File: config.mk
export PLATFORM = sky130hd
export DESIGN_NAME = can_fd_crc
export DESIGN_NICKNAME = d
export VERILOG_FILES = /design/src/rtl/can_pkg.sv /design/src/rtl/can_crc_lfsr.sv /design/src/rtl/can_fd_crc.sv
export SDC_FILE = /design/constraint.sdc
export NUM_CORES = 1
export LEC_CHECK = 0
export BUFFER_PORTS_ARGS = -buffer_cell sky130_fd_sc_hd__buf_2
export CORE_ASPECT_RATIO = 0.9
export CORE_MARGIN = 2
export CORE_UTILIZATION = 40
export CTS_CLUSTER_DIAMETER = 50
export CTS_CLUSTER_SIZE = 12
export DETAILED_ROUTE_END_ITERATION = 12
export GPL_ROUTABILITY_DRIVEN = 0
export SETUP_SLACK_MARGIN = 0.15
export SYNTH_ARGS = -nofsm -noshare
export SYNTH_HDL_FRONTEND = slang
export SYNTH_SLANG_ARGS = --single-unit
File: constraint.sdc
create_clock -name clk -period 3.23 [get_ports clk]
set_clock_uncertainty 0.1 [all_clocks]
set_input_delay 0.323 -clock clk [delete_from_list [all_inputs] [get_ports clk]]
set_output_delay 0.323 -clock clk [all_outputs]
set_load 0.01 [all_outputs]
File: src/rtl/can_pkg.sv
// Shared constants, encodings and helpers for the CAN / CAN FD CRC block.
package can_pkg;

  localparam int unsigned W15 = 15;
  localparam int unsigned W17 = 17;
  localparam int unsigned W21 = 21;

  localparam logic [14:0] Poly15 = 15'h4599;
  localparam logic [16:0] Poly17 = 17'h1685B;
  localparam logic [20:0] Poly21 = 21'h102899;

  // CAN FD seeds have only the MSB set; classic CAN uses zero seeds.
  localparam logic [16:0] Seed17Fd = 17'h10000;
  localparam logic [20:0] Seed21Fd = 21'h100000;

  typedef enum logic [1:0] {
    SelCrc15 = 2'd0,
    SelCrc17 = 2'd1,
    SelCrc21 = 2'd2,
    SelRsvd  = 2'd3
  } crc_sel_e;

  typedef enum logic [1:0] {
    StIdle,
    StCalc,
    StCheck,
    StDone
  } state_e;

  // One serial LFSR step on a zero-extended register of the given width.
  function automatic logic [20:0] crc_next(input logic [20:0] cur, input logic din,
                                           input logic [20:0] poly, input int unsigned width);
    logic [20:0] mask;
    logic        fb;
    mask = (21'd1 << width) - 21'd1;
    fb   = din ^ (|(cur & (21'd1 << (width - 1))));
    return ((cur << 1) ^ (fb ? poly : 21'd0)) & mask;
  endfunction

  // Number of CRC-field bits for a (resolved) selection.
  function automatic logic [4:0] sel_width(input crc_sel_e sel);
    case (sel)
      SelCrc17: return 5'd17;
      SelCrc21: return 5'd21;
      default:  return 5'd15;
    endcase
  endfunction

endpackage

File: src/rtl/can_crc_lfsr.sv
// Serial CRC LFSR: seedable, shifts one destuffed bit per enabled cycle.
module can_crc_lfsr #(
  parameter int unsigned  W    = 15,
  parameter logic [W-1:0] POLY = '0
) (
  input  logic         clk,
  input  logic         rst,
  input  logic         seed_load,
  input  logic [W-1:0] seed,
  input  logic         shift,
  input  logic         din,
  output logic [W-1:0] q
);

  logic [W-1:0] q_q;
  logic [W-1:0] q_d;
  logic         fb;

  // Next value: shift left, fold in polynomial when feedback is set.
  always_comb begin
    fb  = din ^ q_q[W-1];
    q_d = {q_q[W-2:0], 1'b0} ^ (fb ? POLY : '0);
  end

  // Register: reset beats seed beats shift.
  always_ff @(posedge clk) begin
    if (rst) begin
      q_q <= '0;
    end else if (seed_load) begin
      q_q <= seed;
    end else if (shift) begin
      q_q <= q_d;
    end
  end

  assign q = q_q;

endmodule

File: src/rtl/can_fd_crc.sv
// CAN / CAN FD CRC generator and checker: three LFSRs, frame FSM, capture and check.
module can_fd_crc
  import can_pkg::*;
#(
  parameter bit EN_CRC17 = 1'b1,
  parameter bit EN_CRC21 = 1'b1,
  parameter bit FD_INIT  = 1'b1
) (
  input  logic        clk,
  input  logic        rst,
  input  logic        bit_tick,
  input  logic        crc_enable,
  input  logic        start,
  input  logic        chk_start,
  input  logic        abort,
  input  logic [1:0]  crc_sel,
  input  logic        data_in,
  output logic [14:0] crc15,
  output logic [16:0] crc17,
  output logic [20:0] crc21,
  output logic [20:0] crc_out,
  output logic        busy,
  output logic        done,
  output logic        crc_ok
);

  localparam logic [16:0] Seed17 = FD_INIT ? Seed17Fd : 17'd0;
  localparam logic [20:0] Seed21 = FD_INIT ? Seed21Fd : 21'd0;

  state_e      state_q, state_d;
  crc_sel_e    sel_q, sel_d, sel_eff;
  logic [4:0]  cnt_q, cnt_d;
  logic [20:0] crc_out_q, crc_out_d;
  logic        done_q, done_d;
  logic        crc_ok_q, crc_ok_d;

  logic        tick_en, seed_load, calc_shift, check_shift;
  logic        shift15, shift17, shift21;
  logic [20:0] nxt15, nxt17, nxt21, cap_val, chk_nxt;

  assign tick_en     = bit_tick & crc_enable;
  assign seed_load   = start & ~abort;
  assign calc_shift  = (state_q == StCalc) & tick_en & ~abort & ~start;
  assign check_shift = (state_q == StCheck) & tick_en & ~abort & ~start;
  assign shift15     = calc_shift | (check_shift & (sel_q == SelCrc15));
  assign shift17     = calc_shift | (check_shift & (sel_q == SelCrc17));
  assign shift21     = calc_shift | (check_shift & (sel_q == SelCrc21));

  can_crc_lfsr #(
    .W    (W15),
    .POLY (Poly15)
  ) u_crc15 (
    .clk       (clk),
    .rst       (rst),
    .seed_load (seed_load),
    .seed      (15'd0),
    .shift     (shift15),
    .din       (data_in),
    .q         (crc15)
  );

  if (EN_CRC17) begin : g_crc17
    can_crc_lfsr #(
      .W    (W17),
      .POLY (Poly17)
    ) u_crc17 (
      .clk       (clk),
      .rst       (rst),
      .seed_load (seed_load),
      .seed      (Seed17),
      .shift     (shift17),
      .din       (data_in),
      .q         (crc17)
    );
  end else begin : g_no_crc17
    assign crc17 = '0;
  end

  if (EN_CRC21) begin : g_crc21
    can_crc_lfsr #(
      .W    (W21),
      .POLY (Poly21)
    ) u_crc21 (
      .clk       (clk),
      .rst       (rst),
      .seed_load (seed_load),
      .seed      (Seed21),
      .shift     (shift21),
      .din       (data_in),
      .q         (crc21)
    );
  end else begin : g_no_crc21
    assign crc21 = '0;
  end

  // Resolve crc_sel; reserved or disabled selections fall back to CRC-15.
  always_comb begin
    sel_eff = SelCrc15;
    case (crc_sel)
      2'd1:    if (EN_CRC17) sel_eff = SelCrc17;
      2'd2:    if (EN_CRC21) sel_eff = SelCrc21;
      default: sel_eff = SelCrc15;
    endcase
  end

  // Post-shift LFSR values, so a tick coinciding with capture/check is included.
  always_comb begin
    nxt15   = crc_next({6'd0, crc15}, data_in, {6'd0, Poly15}, W15);
    nxt17   = crc_next({4'd0, crc17}, data_in, {4'd0, Poly17}, W17);
    nxt21   = crc_next(crc21, data_in, Poly21, W21);
    cap_val = {6'd0, crc15};
    case (sel_eff)
      SelCrc17: cap_val = calc_shift ? nxt17 : {4'd0, crc17};
      SelCrc21: cap_val = calc_shift ? nxt21 : crc21;
      default:  cap_val = calc_shift ? nxt15 : {6'd0, crc15};
    endcase
    case (sel_q)
      SelCrc17: chk_nxt = nxt17;
      SelCrc21: chk_nxt = nxt21;
      default:  chk_nxt = nxt15;
    endcase
  end

  // FSM next state, bit counter, capture and check result.
  always_comb begin
    state_d   = state_q;
    sel_d     = sel_q;
    cnt_d     = cnt_q;
    crc_out_d = crc_out_q;
    done_d    = 1'b0;
    crc_ok_d  = crc_ok_q;
    if (abort) begin
      state_d  = StIdle;
      crc_ok_d = 1'b0;
    end else if (start) begin
      state_d  = StCalc;
      cnt_d    = 5'd0;
      crc_ok_d = 1'b0;
    end else begin
      case (state_q)
        StCalc: begin
          if (chk_start) begin
            sel_d     = sel_eff;
            crc_out_d = cap_val;
            cnt_d     = 5'd0;
            state_d   = StCheck;
          end
        end
        StCheck: begin
          if (tick_en) begin
            cnt_d = cnt_q + 5'd1;
            if (cnt_d == sel_width(sel_q)) begin
              state_d  = StDone;
              done_d   = 1'b1;
              crc_ok_d = (chk_nxt == 21'd0);
            end
          end
        end
        default: ;
      endcase
    end
  end

  // State registers.
  always_ff @(posedge clk) begin
    if (rst) begin
      state_q   <= StIdle;
      sel_q     <= SelCrc15;
      cnt_q     <= 5'd0;
      crc_out_q <= 21'd0;
      done_q    <= 1'b0;
      crc_ok_q  <= 1'b0;
    end else begin
      state_q   <= state_d;
      sel_q     <= sel_d;
      cnt_q     <= cnt_d;
      crc_out_q <= crc_out_d;
      done_q    <= done_d;
      crc_ok_q  <= crc_ok_d;
    end
  end

  assign crc_out = crc_out_q;
  assign busy    = (state_q == StCalc) || (state_q == StCheck);
  assign done    = done_q;
  assign crc_ok  = crc_ok_q;

endmodule

# --- After elaboration in Yosys (flattened, before gate mapping) ---
# Index checks and enable logic that the tools add are counted.
totals:
  reg_bits: 85
  in_bits: 10
  out_inout_bits: 77
  elab_cells: 100
op_classes:
  add_sub_neg: 1
  eq_ne: 15
  muxes: 30
  n_bitwise: 26
  n_reduce_logical: 16
op_table:
  columns: ["cell", "n"]
  rows:
  - ["$mux W17", 5]
  - ["$mux W21", 4]
  - ["$pmux W21 S2", 2]
  - ["$mux W15", 3]
  - ["$mux W5", 7]
  - ["$xor A17 B17 Y17", 2]
  - ["$xor A15 B15 Y15", 2]
  - ["$logic_not A21 Y1", 1]
  - ["$xor A21 B21 Y21", 1]
  - ["$pmux W5 S2", 2]
  - ["$reduce_and A4 Y1", 4]
  - ["$and A1 B1 Y1", 11]
  - ["$ne A3 B3 Y1 const B", 3]
  - ["$eq A2 B1 Y1 const B", 4]
  - ["$eq A2 B2 Y1 const B", 4]
  - ["$pmux W2 S2", 2]
  - ["$mux W2", 3]
  - ["$ne A2 B2 Y1 const B", 3]
  - ["$reduce_bool A2 Y1", 3]
  - ["$add A5 B1 Y5 const B", 1]
  - ["$eq A5 B5 Y1", 1]
  - ["$reduce_or A5 Y1", 1]
  - ["$not A1 Y1", 4]
  - ["$reduce_or A2 Y1", 2]
  - ["8 further kinds", 13]

# --- Longest topological paths before layout ---
logic_depth:
  word_depth: 11
  ltp_mapped: 11

# --- By module ---
# A second synthesis with hierarchy kept.
hier_totals:
  cells_unflattened: 653
  hier_area_um2: 5600.4
by_module_without_submodules:
  columns: ["module", "n_inst", "cells_each", "area_per_inst_um2", "seq_area_each_um2"]
  rows:
  - ["can_fd_crc", 1, 373, 2864.0, 640.6]
  - ["can_crc_lfsr at g_crc21.u_crc21", 1, 103, 1051.0, 420.4]
  - ["can_crc_lfsr at g_crc17.u_crc17", 1, 99, 904.6, 340.3]
  - ["can_crc_lfsr at u_crc15", 1, 78, 780.7, 300.3]

# --- Worst setup path before layout ---
# Ideal clock, no wire load.
synth_path:
  path_type: "reg-to-reg"
  start: "register state_q[1]"
  end: "register crc_out_q[14] (netlist: crc_out[14])"
  t_arrival_ns: 1.946
  setup_slack_ns: 1.056
  stages_incl_launch_ff: 11
  n_path_buf: 3
  period_less_slack_ns: 2.174
  cell_sequence: "dfxtp_1 -> inv_1 -> ha_1 -> clkbuf_1 -> and2_4 -> buf_6 -> buf_6 -> mux2_4 -> a221o_1 -> a22oi_2 -> nor2_1"
synth_between:
  elab_chain_len: 6
synth_lines:
  columns: ["element", "line", "rtl"]
  rows:
  - ["start: declaration", "can_fd_crc.sv:30", "state_e state_q, state_d;"]
  - ["start signal: assignment", "can_fd_crc.sv:167", "state_q <= StIdle;"]
  - ["start signal: assignment", "can_fd_crc.sv:174", "state_q <= state_d;"]
  - ["$eq A2 B1 Y1 (*)", "can_fd_crc.sv:43, can_fd_crc.sv:140", null]
  - ["$and A1 B1 Y1 (3 in a row)", "can_fd_crc.sv:43", "assign calc_shift = (state_q == StCalc) & tick_en & ~abort & ~start;"]
  - ["$mux W15, or another cell as far along", "can_fd_crc.sv:115", "default: cap_val = calc_shift ? nxt15 : {6'd0, crc15};"]
  - ["$pmux W21 S2", "can_fd_crc.sv:112", "case (sel_eff)"]
  - ["end signal: assignment", "can_fd_crc.sv:177", "crc_out_q <= crc_out_d;"]
  - ["end: declaration", "can_fd_crc.sv:33", "logic [20:0] crc_out_q, crc_out_d;"]
# Mark *: on every way between the ends. The rest lies on a longest branch, timed or not.
# A chain may end at the register's enable or synchronous reset.

# --- Worst setup path in the final report ---
layout_path:
  start: "register state_q[1]"
  end: "register crc_out_q[5] (netlist: crc_out[5])"
# The elaborated chain is that of the path after synthesis.

==> impl_metrics.json <==
{
  "start_util_pct": 40.6,
  "vdd_drop_max_mv": 0.187,
  "min_to": "crc_ok$_SDFFE_PP0P_",
  "grt_pass1_wl_um": 22300,
  "worst-slew-pin-transition_ns": 0.832,
  "hold_viol": 0,
  "p_leak_nw": 2.11,
  "syn_area_per_cell_um2": 7.88,
  "diodes": 0,
  "critPathMaxStageDelay_ns": 0.50,
  "r2r-start": "state_q[1]$_SDFFE_PP0P_",
  "setup_tns_ns": 0,
  "cts_inserted_buffers": 9,
  "worstSetupPathType": "reg2reg",
  "htree_levels": 3,
  "end_kind": "flop",
  "hold_buffers": 0,
  "cp_top_family": "compound AO/OA/AOI/OAI gates",
  "grt_max_degree": 52,
  "ys_top_cells_by_area": "dfxtp_1 35%, nand2_1 9.0%, a21oi_1 8.1%",
  "wl_per_cell_um": 17.4,
  "drcViolationCount": 0,
  "synth_area_leader_cell": "dfxtp_1",
  "min_path_type": "in2reg",
  "dp_hpwl_um": 10200,
  "ys_types": 49,
  "drv_cap": 0,
  "crit_path_max_fanout": 25,
  "critical_path_buf_inv_count": 1,
  "drt-pass1-iter-count": 5,
  "cp_cell_sequence": "inv_1, ha_1, nand2_2, mux2_2, a221oi_1, a311o_1, a21oi_1",
  "ant_nets": 0,
  "finalCriticalPeriod_ns": 2.67,
  "track_usage_pct": 21.8,
  "rows": 38,
  "yosysMostFrequentCell": "nand2_1",
  "synth-main-ff-cell": "dfxtp_1",
  "finalPower_mw": 2.17,
  "cts_sinks": 85,
  "area_delta_synth_final_pct": 11.4,
  "clk_pin_slew_worst_paths_ns": 0.06,
  "synth_edf_count": 0,
  "drive_above_1_share_pct": 22.5,
  "netlist_area_um2": 4870,
  "synth.top_cells.by_count": "117 x nand2_1, 85 x dfxtp_1, 79 x a21oi_1, 56 x nand3_1, 33 x buf_4",
  "hold_depth": 2,
  "drv_slew": 0,
  "rrSetupSlack_ns": 0.56,
  "postCtsSetupRepairBufs": 0,
  "hold_start": "abort",
  "avgViaCountPerCell": 5.67,
  "fin_cells": 817,
  "power.density_nw_per_um2": 401,
  "rsz0062_at_grt": "false",
  "dp.cells": 801,
  "cp-start-kind": "flop",
  "ys_ff_latch": 85,
  "antenna_found_initial": 0,
  "ys_warn_count": 0,
  "post-route-period-util_pct": 82.8,
  "cts_resized": 0,
  "r2r.worst_path.cells": 7,
  "fill_cells": 1248,
  "arrival_ns": 2.78,
  "yosysTopAreaCellShare_pct": 35.0,
  "r2r-end": "crc_out[5]$_SDFFE_PP0P_",
  "fin_util_pct": 45.2,
  "async_reset_ff_share_pct": 0,
  "clock_path_buffers": 2,
  "grt_pass1_vias": 4141,
  "required_ns": 3.33,
  "layout.nets": 671,
  "core-area_um2": 12000,
  "max_clock_freq_mhz": 374,
  "seq_area_frac_synth_pct": 35.0,
  "first_iter_violations": 452,
  "wl_um": 14200,
  "status": "finished, final reports clean",
  "netlist_instances": 618,
  "dieHeight_um": 109,
  "clk_latency_ns": 0.35,
  "root_buffer": "clkbuf_16",
  "relSlewSlack_pct": 44.1,
  "ios": 87,
  "placement.io_buffers": 86,
  "setup_viol_count_final": 0,
  "synth_fp_nets": 637,
  "cts_tree": "yes",
  "dieWidth_um": 120,
  "cp_slowest_cell": "nand2_2",
  "num_vias": 4631,
  "ff_latch_area_um2": 1700,
  "multi_input_area_um2": 2680,
  "die_area_um2": 13100,
  "gr-total-overflow": 0
}
[cell type report]
| cell class | instances | share of cell area [%] |
|---|---|---|
| flip-flops and latches | 85 | 31.4 |
| well taps | 160 | 3.69 |
| repair buffers | 100 | 9.88 |
| clock inverters | 5 | 0.508 |
| multi-input cells | 444 | 49.4 |
| inverters | 12 | 0.831 |
| clock buffers | 11 | 4.29 |
[sequential cells by signal, summed over array words and instances, names as in the netlist]
signal / cells
crc_out: 21
cnt_q: 5
g_crc17.u_crc17.q: 17
state_q: 2
g_crc21.u_crc21.q: 21
crc_ok: 1
done: 1
u_crc15.q: 15
sel_q: 2
[cells in the final DEF (no fill, tap or decap), types with 7 or more instances in the layout]
cell       Yosys  routed
a21oi_1       79      79
a221oi_1      14      14
a311o_1       10      10
buf_2         10      86
buf_4         33      14
clkbuf_16      0       9
dfxtp_1       85      85
ha_1           9       9
inv_1         12      12
mux2_2        24      24
nand2_1      117     116
nand3_1       56      56
nor2_1        30      30
nor3_1         7       7
nor4_1        12      12
xnor2_1       25      25
[cell families after synthesis]
kind of cell | Yosys count | synth area share [%]
adder cells (fa/ha/maj) | 9 | 2.31
AND/OR/NAND/NOR | 243 | 22.5
multiplexers | 27 | 6.27
AO/OA/AOI/OAI | 132 | 17.4
buffers and inverters | 89 | 10.1
XOR/XNOR | 33 | 6.48
flip-flops | 85 | 35.0
[worst max path at each step]
stage	cells after the start	slack (ns)	start	end
after global routing	7	0.44	state_q[1]$_SDFFE_PP0P_	crc_out[4]$_SDFFE_PP0P_
final	7	0.56	state_q[1]$_SDFFE_PP0P_	crc_out[5]$_SDFFE_PP0P_
after floorplan	10	1.06	state_q[1]$_SDFFE_PP0P_	crc_out[14]$_SDFFE_PP0P_
after global placement	7	0.47	start	crc_out[5]$_SDFFE_PP0P_
after CTS	7	0.63	state_q[1]$_SDFFE_PP0P_	crc_out[8]$_SDFFE_PP0P_
after detailed placement	7	0.41	start	crc_out[8]$_SDFFE_PP0P_
[per-stage QoR]
stage	setup slack [ns]	hold slack, ns	area (um^2)
2_1_floorplan	1.06	0.300	4870
3_3_place_gp	0.469	0.349	5160
3_5_place_dp	0.409	0.346	5160
4_1_cts	0.629	0.144	5420
5_1_grt	0.438	0.162	5420
6_report	0.556	0.158	5420
[power breakdown]
group	leakage, nW	total [mW]	switching [mW]	internal [mW]
clock	0.129	0.935	0.419	0.516
sequential	0.685	1.06	0.00845	1.05
combinational	1.29	0.177	0.117	0.0603
total	2.11	2.17	0.545	1.63
[layer usage]
metal / GRT usage (%) / routed length, um / up-vias
li1: - / - / 2203
met1: 30.2 / 6540 / 2214
met2: 33.0 / 6280 / 191
met3: 5.86 / 1130 / 23
met4: 7.06 / 295 / 0
met5: 0 / 0 / -
(Power assumes the default switching activity.)
